[config.mk]
export PLATFORM = sky130hd
export DESIGN_NAME = adc_responder
export DESIGN_NICKNAME = d
export VERILOG_FILES = /design/src/rtl/adc_pkg.sv /design/src/rtl/spi_edge_sync.sv /design/src/rtl/adc_responder.sv
export SDC_FILE = /design/constraint.sdc
export NUM_CORES = 1
export LEC_CHECK = 0
export ABC_AREA = 1
export ABC_CLOCK_PERIOD_IN_PS = 1900
export CAP_MARGIN = 0
export CORE_MARGIN = 2
export CORE_UTILIZATION = 40
export CTS_BUF_LIST = sky130_fd_sc_hd__clkbuf_16
export DETAILED_ROUTE_END_ITERATION = 12
export PLACE_DENSITY = 0.66
export SETUP_SLACK_MARGIN = 0.5
export SYNTH_ARGS = -nofsm -noshare
export SYNTH_HDL_FRONTEND = slang
export SYNTH_SLANG_ARGS = --single-unit
export TNS_END_PERCENT = 50
[constraint.sdc]
create_clock -name clk_i -period 1.9 [get_ports clk_i]
set_input_delay 0.285 -clock clk_i [delete_from_list [all_inputs] [get_ports clk_i]]
set_output_delay 0.285 -clock clk_i [all_outputs]
set_load 0.01 [all_outputs]
[src/rtl/adc_pkg.sv]
`default_nettype none
// +------------------------------------------------------------------+
// | adc_pkg: shared types and constants for the ADC responder        |
// | Rev 1.0 - initial release                                        |
// +------------------------------------------------------------------+
package adc_pkg;

  localparam int DATA_W_DEF = 10;

  typedef enum logic [2:0] {
    ST_IDLE       = 3'd0,
    ST_WAIT_START = 3'd1,
    ST_CMD        = 3'd2,
    ST_NULL       = 3'd3,
    ST_MSB_DATA   = 3'd4,
    ST_LSB_DATA   = 3'd5,
    ST_DONE       = 3'd6
  } state_t;

  // Positions of the command bits inside the captured command word
  localparam int CMD_SGL  = 0;
  localparam int CMD_ODD  = 1;
  localparam int CMD_MSBF = 2;

  // {SGL, ODD} channel encodings
  localparam logic [1:0] CH_DIFF_01 = 2'b00;
  localparam logic [1:0] CH_DIFF_10 = 2'b01;
  localparam logic [1:0] CH_SGL_CH0 = 2'b10;
  localparam logic [1:0] CH_SGL_CH1 = 2'b11;

endpackage
`default_nettype wire

[src/rtl/spi_edge_sync.sv]
`default_nettype none
// +------------------------------------------------------------------+
// | spi_edge_sync: multi-stage synchroniser with registered          |
// | rise/fall event detection for one serial pin                     |
// | Rev 1.0 - initial release                                        |
// +------------------------------------------------------------------+
module spi_edge_sync #(
  parameter int   SYNC_STAGES = 2,
  parameter logic RESET_VAL   = 1'b0
) (
  input  logic clk_i,
  input  logic rst_n_i,
  input  logic d_i,
  output logic q_o,
  output logic rise_o,
  output logic fall_o
);

  logic [SYNC_STAGES-1:0] r_sync;
  logic                   r_prev;
  logic                   r_rise;
  logic                   r_fall;
  logic                   w_q;

  generate
    if (SYNC_STAGES == 1) begin : g_single
      always_ff @(posedge clk_i or negedge rst_n_i) begin
        if (!rst_n_i) r_sync <= RESET_VAL;
        else          r_sync <= d_i;
      end
    end else begin : g_chain
      always_ff @(posedge clk_i or negedge rst_n_i) begin
        if (!rst_n_i) r_sync <= {SYNC_STAGES{RESET_VAL}};
        else          r_sync <= {r_sync[SYNC_STAGES-2:0], d_i};
      end
    end
  endgenerate

  assign w_q = r_sync[SYNC_STAGES-1];

  // Events are registered so pin-to-event latency is SYNC_STAGES+1 cycles
  always_ff @(posedge clk_i or negedge rst_n_i) begin
    if (!rst_n_i) begin
      r_prev <= RESET_VAL;
      r_rise <= 1'b0;
      r_fall <= 1'b0;
    end else begin
      r_prev <= w_q;
      r_rise <= w_q & ~r_prev;
      r_fall <= ~w_q & r_prev;
    end
  end

  assign q_o    = w_q;
  assign rise_o = r_rise;
  assign fall_o = r_fall;

endmodule
`default_nettype wire

[src/rtl/adc_responder.sv]
`default_nettype none
// +------------------------------------------------------------------+
// | adc_responder: SPI responder emulating a 2-channel serial ADC.   |
// | Optional macro ADC_RESP_LSBF_EN enables the LSB-first tail.      |
// | Rev 1.0 - initial release                                        |
// +------------------------------------------------------------------+
module adc_responder
  import adc_pkg::*;
#(
  parameter int DATA_W      = DATA_W_DEF,
  parameter int SYNC_STAGES = 2
) (
  input  logic              clk_i,
  input  logic              rst_n_i,
  input  logic              sclk_i,
  input  logic              cs_i,
  input  logic              din_i,
  output logic              dout_o,
  input  logic [DATA_W-1:0] ch0_data_i,
  input  logic [DATA_W-1:0] ch1_data_i,
  output logic              sample_o,
  output logic [1:0]        chan_o,
  output logic              frame_done_o,
  output logic              frame_abort_o
);

  localparam int IDX_W = (DATA_W > 1) ? $clog2(DATA_W) : 1;
`ifdef ADC_RESP_LSBF_EN
  localparam logic c_lsbf_en = 1'b1;
`else
  localparam logic c_lsbf_en = 1'b0;
`endif

  logic w_sclk_q, w_sclk_rise, w_sclk_fall;
  logic w_cs_q, w_cs_rise, w_cs_fall;
  logic w_din, w_din_rise, w_din_fall;
  logic w_unused;

  spi_edge_sync #(.SYNC_STAGES(SYNC_STAGES), .RESET_VAL(1'b0)) u_sync_sclk (
    .clk_i(clk_i), .rst_n_i(rst_n_i), .d_i(sclk_i),
    .q_o(w_sclk_q), .rise_o(w_sclk_rise), .fall_o(w_sclk_fall)
  );

  spi_edge_sync #(.SYNC_STAGES(SYNC_STAGES), .RESET_VAL(1'b1)) u_sync_cs (
    .clk_i(clk_i), .rst_n_i(rst_n_i), .d_i(cs_i),
    .q_o(w_cs_q), .rise_o(w_cs_rise), .fall_o(w_cs_fall)
  );

  spi_edge_sync #(.SYNC_STAGES(SYNC_STAGES), .RESET_VAL(1'b0)) u_sync_din (
    .clk_i(clk_i), .rst_n_i(rst_n_i), .d_i(din_i),
    .q_o(w_din), .rise_o(w_din_rise), .fall_o(w_din_fall)
  );

  assign w_unused = ^{w_sclk_q, w_cs_q, w_din_rise, w_din_fall};

  state_t            r_state;
  logic [1:0]        r_bit_cnt;
  logic [2:0]        r_cmd;
  logic [IDX_W-1:0]  r_idx;
  logic [DATA_W-1:0] r_value;
  logic              r_dout;
  logic              r_sample;
  logic [1:0]        r_chan;
  logic              r_done;
  logic              r_abort;

  logic [DATA_W:0]   w_diff01;
  logic [DATA_W:0]   w_diff10;
  logic [DATA_W-1:0] w_conv;

  // Differences carry one extra bit; its sign selects the clamp to zero
  assign w_diff01 = {1'b0, ch0_data_i} - {1'b0, ch1_data_i};
  assign w_diff10 = {1'b0, ch1_data_i} - {1'b0, ch0_data_i};

  always_comb begin
    w_conv = '0;
    case ({r_cmd[CMD_SGL], r_cmd[CMD_ODD]})
      CH_SGL_CH0: w_conv = ch0_data_i;
      CH_SGL_CH1: w_conv = ch1_data_i;
      CH_DIFF_01: w_conv = w_diff01[DATA_W] ? '0 : w_diff01[DATA_W-1:0];
      CH_DIFF_10: w_conv = w_diff10[DATA_W] ? '0 : w_diff10[DATA_W-1:0];
      default:    w_conv = '0;
    endcase
  end

  always_ff @(posedge clk_i or negedge rst_n_i) begin
    if (!rst_n_i) begin
      r_state   <= ST_IDLE;
      r_bit_cnt <= 2'd0;
      r_cmd     <= 3'd0;
      r_idx     <= '0;
      r_value   <= '0;
      r_dout    <= 1'b0;
      r_sample  <= 1'b0;
      r_chan    <= 2'b00;
      r_done    <= 1'b0;
      r_abort   <= 1'b0;
    end else begin
      r_sample <= 1'b0;
      r_done   <= 1'b0;
      r_abort  <= 1'b0;
      if (w_cs_rise) begin
        r_state   <= ST_IDLE;
        r_dout    <= 1'b0;
        r_bit_cnt <= 2'd0;
        r_idx     <= '0;
        r_value   <= '0;
        if (r_state == ST_DONE)      r_done  <= 1'b1;
        else if (r_state != ST_IDLE) r_abort <= 1'b1;
      end else begin
        case (r_state)
          ST_IDLE: begin
            r_dout <= 1'b0;
            if (w_cs_fall) r_state <= ST_WAIT_START;
          end
          ST_WAIT_START: begin
            if (w_sclk_rise && w_din) begin
              r_state   <= ST_CMD;
              r_bit_cnt <= 2'd0;
            end
          end
          ST_CMD: begin
            if (w_sclk_rise) begin
              case (r_bit_cnt)
                2'd0:    r_cmd[CMD_SGL]  <= w_din;
                2'd1:    r_cmd[CMD_ODD]  <= w_din;
                default: r_cmd[CMD_MSBF] <= w_din;
              endcase
              if (r_bit_cnt == 2'd2) begin
                r_value   <= w_conv;
                r_chan    <= {r_cmd[CMD_SGL], r_cmd[CMD_ODD]};
                r_sample  <= 1'b1;
                r_bit_cnt <= 2'd0;
                r_state   <= ST_NULL;
              end else begin
                r_bit_cnt <= r_bit_cnt + 2'd1;
              end
            end
          end
          ST_NULL: begin
            if (w_sclk_fall) begin
              r_dout  <= 1'b0;
              r_idx   <= IDX_W'(DATA_W - 1);
              r_state <= ST_MSB_DATA;
            end
          end
          ST_MSB_DATA: begin
            if (w_sclk_fall) begin
              r_dout <= r_value[r_idx];
              if (r_idx == '0) begin
                if (!r_cmd[CMD_MSBF] && c_lsbf_en) begin
                  r_idx   <= IDX_W'(1);
                  r_state <= ST_LSB_DATA;
                end else begin
                  r_state <= ST_DONE;
                end
              end else begin
                r_idx <= r_idx - IDX_W'(1);
              end
            end
          end
          ST_LSB_DATA: begin
            if (w_sclk_fall) begin
              r_dout <= r_value[r_idx];
              if (r_idx == IDX_W'(DATA_W - 1)) r_state <= ST_DONE;
              else                             r_idx   <= r_idx + IDX_W'(1);
            end
          end
          ST_DONE: begin
            // The last data bit stays on the pin until the following fall
            if (w_sclk_fall) r_dout <= 1'b0;
          end
          default: r_state <= ST_IDLE;
        endcase
      end
    end
  end

  assign dout_o        = r_dout;
  assign sample_o      = r_sample;
  assign chan_o        = r_chan;
  assign frame_done_o  = r_done;
  assign frame_abort_o = r_abort;

endmodule
`default_nettype wire

==> results.py <==
metrics = {
    "outcome": {
        "status": "finished, final reports clean",
    },
    "yosys": {
        "seq_area_frac_synth_pct": 31.80,
        "synth-main-ff-cell": "dfrtp_1",
        "yosys_warnings": 0,
        "async_reset_ff_share_pct": 100.0,
        "synth_cell_types": 38,
        "netlist_instances": 446,
        "avgSynthCellArea_um2": 6.907,
        "synth_edf_count": 0,
        "syn_area_um2": 3080,
        "synth_seq_cells": 39,
        "syn_nets": 496,
    },
    "timing": {
        "slew_violations": 0,
        "post-route-min-period_ns": 1.706,
        "finalHoldViolCount": 0,
        "setup_viol": 0,
        "rsz0062_at_grt": "true",
        "finClkSkew_ns": 0.003718,
        "timing.final.crit_share_pct": 89.77,
        "fmax_mhz": 586.3,
        "relSlewSlack_pct": 68.57,
        "tightest_slew_ns": 0.4714,
    },
    "critical_path": {
        "critPathMaxFanout": 4,
        "cp.arrival_ns": 1.87,
        "path_class": "reg -> reg",
        "crit_path_end_kind": "register",
        "cp-start-kind": "register",
        "worst_ep_required_time_ns": 2.07,
    },
    "power_and_ir_drop": {
        "ir_worst_vdd_mv": 0.5902,
        "pwr_density_cell_nw_per_um2": 835.4,
        "p_leak_nw": 2.356,
        "power_mw": 3.909,
    },
    "placed_design": {
        "io_buffers": 30,
        "gp_congestion": 0.9045,
        "dp_hpwl_um": 6439,
    },
    "cells_and_area": {
        "drive_gt1_share_pct": 38.53,
        "regArea_um2": 983.4,
        "fillCellCount": 640,
        "finalCoreUtilization_pct": 63.50,
        "n_antenna_cell": 0,
        "final_cell_mix": "113 x nand2_1, 77 x buf_4, 50 x inv_1",
        "final_nets": 607,
        "syn_to_final_growth_pct": 51.91,
        "layout_commonest_cell": "nand2_1",
        "multi_input_area_um2": 2223,
    },
    "detailed_routing": {
        "firstDrtPassIters": 4,
        "wire_per_inst_um": 12.61,
        "wl_um": 8285,
        "drtIter0Drc": 203,
        "vias": 3256,
        "vias_per_cell": 4.956,
        "drtAntennaViolNets": 0,
        "drc": 0,
    },
    "floorplan": {
        "start_util_pct": 41.80,
        "die_y_um": 91.76,
        "dieArea_um2": 8419,
        "io_pins": 31,
        "fp.coreArea_um2": 7370,
        "fp.dieW_um": 91.76,
        "fp-row-count": 31,
    },
    "cts": {
        "cts_tree": "built",
        "insertion_delay_ns": 0.28,
        "cts.sinks": 39,
        "cts-root-buf": "clkbuf_16",
        "ctsLongestPathBuffers": 2,
        "clk_pin_slew_worst_paths_ns": 0.06,
        "cts_buffers": 5,
        "cts-htree-levels": 2,
    },
    "global_routing": {
        "grt_overflow": 0,
        "grt_max_degree": 40,
        "grt.total_usage_pct": 20.66,
        "antenna_found_initial": 0,
        "grt_pass1_vias": 3098,
        "grt_pass1_wl_um": 14060,
    },
    "worst_hold_path": {
        "hold_class": "in -> async",
    },
    "run": {
        "drv_cap": 0,
    },
}
-- critical path, stage by stage, from the launching register on --
cell	delay [ns]
dfrtp_1	0.40
inv_2	0.12
nand2_4	0.07
nor2_4	0.09
inv_2	0.07
ha_4	0.28
nand2_1	0.05
nor2_1	0.11
a211oi_2	0.06
xor2_1	0.16
o21ai_1	0.11
o21ai_1	0.07
-- cell families after synthesis --
family / synth area share, %
AOI/OAI and AO/OA: 11.45
DFF: 31.80
adders and majority gates: 10.89
and+or+nand+nor: 33.23
buffers and inverters: 9.788
xor gates and xnor gates: 2.843
-- power by group --
part           internal (mW)  switching, mW
clock                  0.618          0.319
combinational          0.828           1.09
sequential             0.937          0.117
-- layout make-up --
class	instances	area share (%)
Clock inverter	3	0.9091
Inverter	73	6.337
Tap cell	99	2.647
Sequential cell	39	21.02
Timing Repair Buffer	108	18.90
Multi-Input combinational cell	330	47.51
Clock buffer	5	2.674
-- per-layer routing --
metal | vias to the layer above | part of all wire, % | global-route usage [%]
met5 | - | 0 | 0
met2 | 98 | 47 | 33.46
met4 | 0 | 0.82 | 4.104
li1 | 1642 | - | -
met3 | 7 | 6.7 | 3.615
met1 | 1509 | 46 | 29.17
-- Yosys cell counts (2+ instances only) --
cell type,n,area [um^2]
nand2_1,130,488.0
o21ai_0,24,120.1
nand3_1,41,205.2
o211ai_1,2,15.01
a21oi_2,2,17.52
o21bai_1,2,15.01
nor2_1,31,116.4
ha_1,22,275.3
fa_1,3,60.06
xor2_1,10,87.58
nand4_1,6,37.54
buf_2,3,15.01
nor2_2,4,25.02
nor2_4,2,22.52
nor2_8,2,40.04
dfrtp_1,36,900.9
nor3_1,3,15.01
inv_2,4,15.01
dfstp_2,3,78.83
nand3_2,2,20.02
a21oi_1,30,150.1
inv_1,68,255.2
-- state kept, by name, indices dropped and copies added (netlist names), 2 cells and up --
name,cells
u_sync_din.r_sync,2
u_sync_cs.r_sync,2
r_idx,4
r_cmd,2
u_sync_sclk.r_sync,2
chan_o,2
r_bit_cnt,2
r_value,10
r_state,3
-- per-stage QoR --
step | worst slack (ns) | std cells | instance area, um^2 | hold WS [ns] | TNS [ns]
after CTS | 0.1964 | 652 | 4586 | 0.05935 | 0
after floorplan | 0.1738 | 446 | 3311 | -0.01059 | 0
final | 0.1943 | 657 | 4679 | 0.04742 | 0
after detailed placement | -0.4806 | 636 | 4192 | 0.3388 | -4.277
after global routing | 0.05980 | 657 | 4679 | 0.1096 | 0
after global placement | -0.4291 | 636 | 4192 | 0.3330 | -3.900
-- final timing paths --
path | end | startpoint | slack (ns) | cells past startpoint
setup / recovery | r_idx[3] | r_state[1] | 0.19 | 11
hold / removal | dout_o | rst_n_i | 0.05 | 2
setup reg to reg | r_idx[3] | r_state[1] | 0.19 | 11
hold reg to reg | u_sync_din.r_sync[1] | u_sync_din.r_sync[0] | 0.35 | 0
max in group asynchronous | r_idx[0] | rst_n_i | 1.50 | 2
min in group clk_i | u_sync_din.r_sync[1] | u_sync_din.r_sync[0] | 0.35 | 0
-- repair_timing --
action	in CTS	in global routing
gates cloned	2	0
endpoints found under the setup margin	28	29
buffers inserted	6	5
hold buffers	0	0
resized for setup	108	24
pin swaps	32	20
Note: power is estimated with default switching activity, not from simulation.
==> patch 1: new RTL, same settings <==
Change the parameter `RESET_VAL` from 1'b1 to 1'b0.
--- a/src/rtl/adc_responder.sv
+++ b/src/rtl/adc_responder.sv
@@ -43,3 +43,3 @@
 
-  spi_edge_sync #(.SYNC_STAGES(SYNC_STAGES), .RESET_VAL(1'b1)) u_sync_cs (
+  spi_edge_sync #(.SYNC_STAGES(SYNC_STAGES), .RESET_VAL(1'b0)) u_sync_cs (
     .clk_i(clk_i), .rst_n_i(rst_n_i), .d_i(cs_i),
Function: changed (Yosys sat finds a counterexample within 10 cycles, from zero or initial values and one cycle with rst_n_i low).
==> patch 1 against the unedited design <==
Synthesized area shrank 0.12%; sequential cell count unchanged; routed wire length is 14% higher; cell area rose by 3.3%; hold slack got worse by 0.014 ns; total power up 11%; worst setup slack worse by 0.018 ns; largest power group unchanged; count of clock-buffer cells in the layout stayed put; critical path type unchanged.
==> patch 1: results (changes against the unedited design) <==
stage,metric,value,unit,change
timing,Slew @ Worst Pin,0.666,ns,+0.195 ns
synthesis,Syn Area/Cell,6.90,um2,-0.12%
grt,GR Util met2,35.2,%,+1.7 points
grt,initial antenna violation count,0,,unchanged
synthesis,"top cells by area, synth","dfrtp_1 32%, nand2_1 16%, ha_1 8.9%, inv_1 8.3%, nand3_1 6.7%",,
detailed_routing,DRC violation total after the first TritonRoute iteration,172,,-15%
finish,"Cell Count, Final, Fillers Out",670,,+2.0%
power,VDD IR max,0.000661,V,+12%
clocking,CTS Buffer Depth,2,,unchanged
setup_path,CP Max Fanout,3,,-1
detailed_routing,met2 wire length,4.49,mm,+16%
power,leakage power,0.00245,uW,+4.0%
grt,GR Layer Usage met1,28.3,%,-0.91 points
placed_design,placed cell count,636,,unchanged
detailed_routing,total wire length,9.41,mm,+14%
min_path,HP Class,in2async,,
grt,global-route wire length before repair,14.4,mm,+2.1%
synthesis,"Distinct cells, synth",37,,-2.6%
detailed_routing,Met3 Wirelength,469,um,-15%
detailed_routing,Via density,5.09,,+2.6%
placed_design,post-place setup slack,-0.491,ns,-0.0106 ns
synthesis,Adder-Cell Fraction of Synth Area,10.9,%,+0.013 points
placed_design,I/O Buffers,30,,unchanged
placed_design,dpl hpwl,6.51,mm,+1.1%
timing,clk_skew,0.00267,ns,-0.00105 ns
finish,fin nets,620,,+2.1%
synthesis,Synth Area in Compound Gates,11.5,%,+0.014 points
finish,Fillers,601,,-6.1%
synthesis,post-synthesis sequential area ratio,31.7,%,-0.083 points
detailed_routing,drt pass-1 iters,5,,+1
placed_design,Routability Congestion,0.866,,-4.3%
finish,share of cells above drive strength 1,41.3,%,+2.8 points
run_status,status,"complete, no violations",,
setup_path,CP peak stage delay,0.41,ns,
grt,largest net degree at the start of global routing,32,,-20%
detailed_routing,routed metal-1 wire length,4.25,mm,+12%
finish,Largest regs,"r_value x10, r_idx x4, r_state x3",,
grt,total track usage,21.1,%,+0.41 points
grt,vias in the first global route,3193,,+3.1%
setup_path,"Largest delay share family, worst path",flip-flops,,
synthesis,Synth top cells by count,"130 x nand2_1, 68 x inv_1, 41 x nand3_1",,
setup_path,CP arrival,1.89,ns,+0.02 ns
grt,M3 GR Usage,3.86,%,+0.25 points
patch 1: cell types whose count changed after synthesis, sizes merged:
cell   delta
dfrtp     +3
dfstp     -3
patch 1: path summary, 6_finish.rpt:
kind | end | cells after the start | start | slack (ns)
max | r_idx[3]$_DFFE_PN0P_ | 11 | r_state[1]$_DFFE_PN0P_ | 0.18
min | u_sync_cs.r_sync[0]$_DFF_PN0_ | 1 | rst_n_i | 0.03
max reg2reg | r_idx[3]$_DFFE_PN0P_ | 11 | r_state[1]$_DFFE_PN0P_ | 0.18
min reg2reg | u_sync_cs.r_sync[1]$_DFF_PN0_ | 0 | u_sync_cs.r_sync[0]$_DFF_PN0_ | 0.35
max in group asynchronous | r_value[4]$_DFFE_PN0P_ | 2 | rst_n_i | 1.27
min in group clk_i | u_sync_cs.r_sync[1]$_DFF_PN0_ | 0 | u_sync_cs.r_sync[0]$_DFF_PN0_ | 0.35
patch 1: area by class of cell:
cell class	count	area, um2	share of cell area, %
flip-flops and latches	39	980	20.3
clock buffers	5	125	2.59
well taps	99	124	2.56
repair buffers	121	972	20.1
clock inverters	3	46.3	0.958
inverters	73	304	6.29
multi-input cells	330	2280	47.2
patch 1: timing repair:
action | 4_1_cts | 5_1_grt
hold buffers | 0 | 0
setup endpoints to repair | 28 | 30
resized for setup | 108 | 52
pin swaps | 31 | 36
cloned | 2 | 0
setup buffers | 10 | 14
patch 1: through the flow:
stage | area [um2] | power, uW | util (%)
after floorplan | 3310 | 2120 | -
after CTS | 4640 | 3900 | 63.0
after global routing | 4830 | 4600 | 65.6
after global placement | 4190 | 2670 | 56.8
after detailed placement | 4190 | 2700 | 56.8
final | 4830 | 4340 | 65.6
patch 1: report_power, final:
group,internal [uW],total [uW],switching [uW]
registers,932,1040,105
logic,1040,2340,1300
clock network,623,967,344
==> patch 2: new RTL, config.mk and constraints unchanged <==
Made on the original files. Register the output `sample_o` once more, without a reset; this adds one clock of latency there. The other outputs are not delayed to match.
--- a/src/rtl/adc_responder.sv
+++ b/src/rtl/adc_responder.sv
@@ -179,3 +179,5 @@
   assign dout_o        = r_dout;
-  assign sample_o      = r_sample;
+  always_ff @(posedge clk_i) begin
+    sample_o <= r_sample;
+  end
   assign chan_o        = r_chan;
Check against the original RTL: same outputs for any inputs over 10 cycles, from zero or initial values and one cycle with rst_n_i low; that may be too few to reach the edited logic, so the function may still have changed.
==> patch 2 against the unedited design <==
Clock power up 1%; worst setup slack worse by 0.015 ns; cell area up 1.4%; largest power group unchanged; total power up 4.7%; sequential cell count up 1; routed wire length up 12%; synthesized area up 0.28%; fmax down 0.84%.
==> patch 2: results (changes against the unedited design) <==
stage,metric,value,unit,change
detailed_routing,total wire length,9.26,mm,+12%
clocking,H-tree depth,2,,unchanged
setup_path,CP peak stage delay,0.39,ns,
power,P_sw,1620,uW,+6.2%
synthesis,Synth top cells by count,"129 x nand2_1, 65 x inv_1, 42 x nand3_1",,
setup_path,Reg2Reg Depth,12,,+1
setup_path,"Largest delay share family, worst path",simple AND/OR/NAND/NOR gates,,
grt,total track usage,21.9,%,+1.3 points
timing,Rel. slew slack,64.9,%,-3.7 points
placed_design,Placed Area,4200,um2,+0.15%
min_path,HP Class,in2async,,
placed_design,post-place setup slack,-0.452,ns,+0.0284 ns
synthesis,Async SR Flop Fraction,97.5,%,-2.5 points
power,clock share of power,23.2,%,-0.8 points
clocking,"Setup Fix Bufs, Post-CTS",7,,+1
power,Comb pwr share,50.6,%,+1.5 points
setup_path,CP arrival,1.88,ns,
power,leakage power,0.00238,uW,+1.1%
detailed_routing,Via density,5.14,,+3.6%
finish,Fillers,661,,+3.3%
finish,Largest regs,"r_value x10, r_idx x4, r_state x3",,
grt,vias in the first global route,3301,,+6.6%
power,Power Total,4090,uW,+4.7%
detailed_routing,DRC violation total after the first TritonRoute iteration,237,,+17%
placed_design,Routability Congestion,0.912,,+0.81%
clocking,CTS root buf,clkbuf_16,,
placed_design,placed cell count,631,,-0.79%
timing,clk_skew,0.00369,ns,-0.0000239 ns
synthesis,Syn Area/Cell,6.90,um2,-0.16%
power,VDD IR max,0.000609,V,+3.2%
clocking,CTS buffer count,5,,unchanged
setup_path,CP Max Fanout,3,,-1
finish,fin nets,604,,-0.49%
synthesis,post-synthesis sequential area ratio,32.4,%,+0.56 points
timing,Hold Slack,0.0491,ns,+0.00167 ns
grt,initial antenna violation count,0,,unchanged
clocking,Resize count post-CTS,85,,-21%
finish,share of cells above drive strength 1,40.4,%,+1.8 points
detailed_routing,drt pass-1 iters,5,,+1
grt,global-route wire length before repair,14.9,mm,+6.1%
run_status,status,"complete, no violations",,
grt,grt total ovfl,0,,unchanged
clocking,Worst-path clk slew,0.06,ns,about the same
placed_design,dpl hpwl,6.53,mm,+1.3%
timing,period utilisation layout,90.5,%,+0.76 points
setup_path,reg2reg end,r_idx[3]$_DFFE_PN0P_,,
synthesis,"top cells by area, synth","dfrtp_1 29%, nand2_1 16%, ha_1 8.9%, inv_1 7.9%, nand3_1 6.8%",,
synthesis,"Distinct cells, synth",38,,unchanged
synthesis,Synthesized Nets,498,,+0.40%
-- patch 2: cell count changes in the layout (fill, tap and decap cells not counted), sizes merged, moves of 2 or more --
cell / delta
dlygate4sd2: +2
buf: -5
o21ai: -3
o22ai: +2
clkbuf: +5
inv: -2
clkdlybuf4s15: -7
nor2: +3
-- patch 2: area by class of cell --
type                            instances  area [um2]  share of cell area, %
Inverter                               72         308                   6.49
Timing Repair Buffer                  103         831                   17.5
Sequential cell                        40        1000                   21.1
Multi-Input combinational cell        332        2310                   48.6
Clock inverter                          3        42.5                  0.896
Tap cell                              102         128                   2.69
Clock buffer                            5         125                   2.64
-- patch 2: worst max-delay path by stage --
| stage | startpoint | to |
|---|---|---|
| after floorplan | r_state[1]$_DFFE_PN0P_ | r_idx[3]$_DFFE_PN0P_ |
| after global placement | ch1_data_i[0] | r_value[4]$_DFFE_PN0P_ |
| after detailed placement | ch0_data_i[2] | r_value[7]$_DFFE_PN0P_ |
| after CTS | r_state[1]$_DFFE_PN0P_ | r_idx[3]$_DFFE_PN0P_ |
| after global routing | r_state[1]$_DFFE_PN0P_ | r_idx[3]$_DFFE_PN0P_ |
| final | r_state[1]$_DFFE_PN0P_ | r_idx[3]$_DFFE_PN0P_ |
-- patch 2: logic make-up after synthesis --
logic type | share of synthesized area [%]
flip-flops | 32.4
XOR/XNOR | 2.55
buffers and inverters | 9.64
adder cells (fa/ha/maj) | 10.9
AND/OR/NAND/NOR | 33.3
AO/OA/AOI/OAI | 11.3
-- patch 2: per-layer routing --
metal | vias to the layer above | GRT usage, % | part of all wire [%]
met5 | - | 0 | 0
met4 | 0 | 8.21 | 2.5
met3 | 24 | 3.45 | 5.6
met2 | 115 | 36.5 | 48
met1 | 1587 | 28.7 | 44
li1 | 1648 | - | -
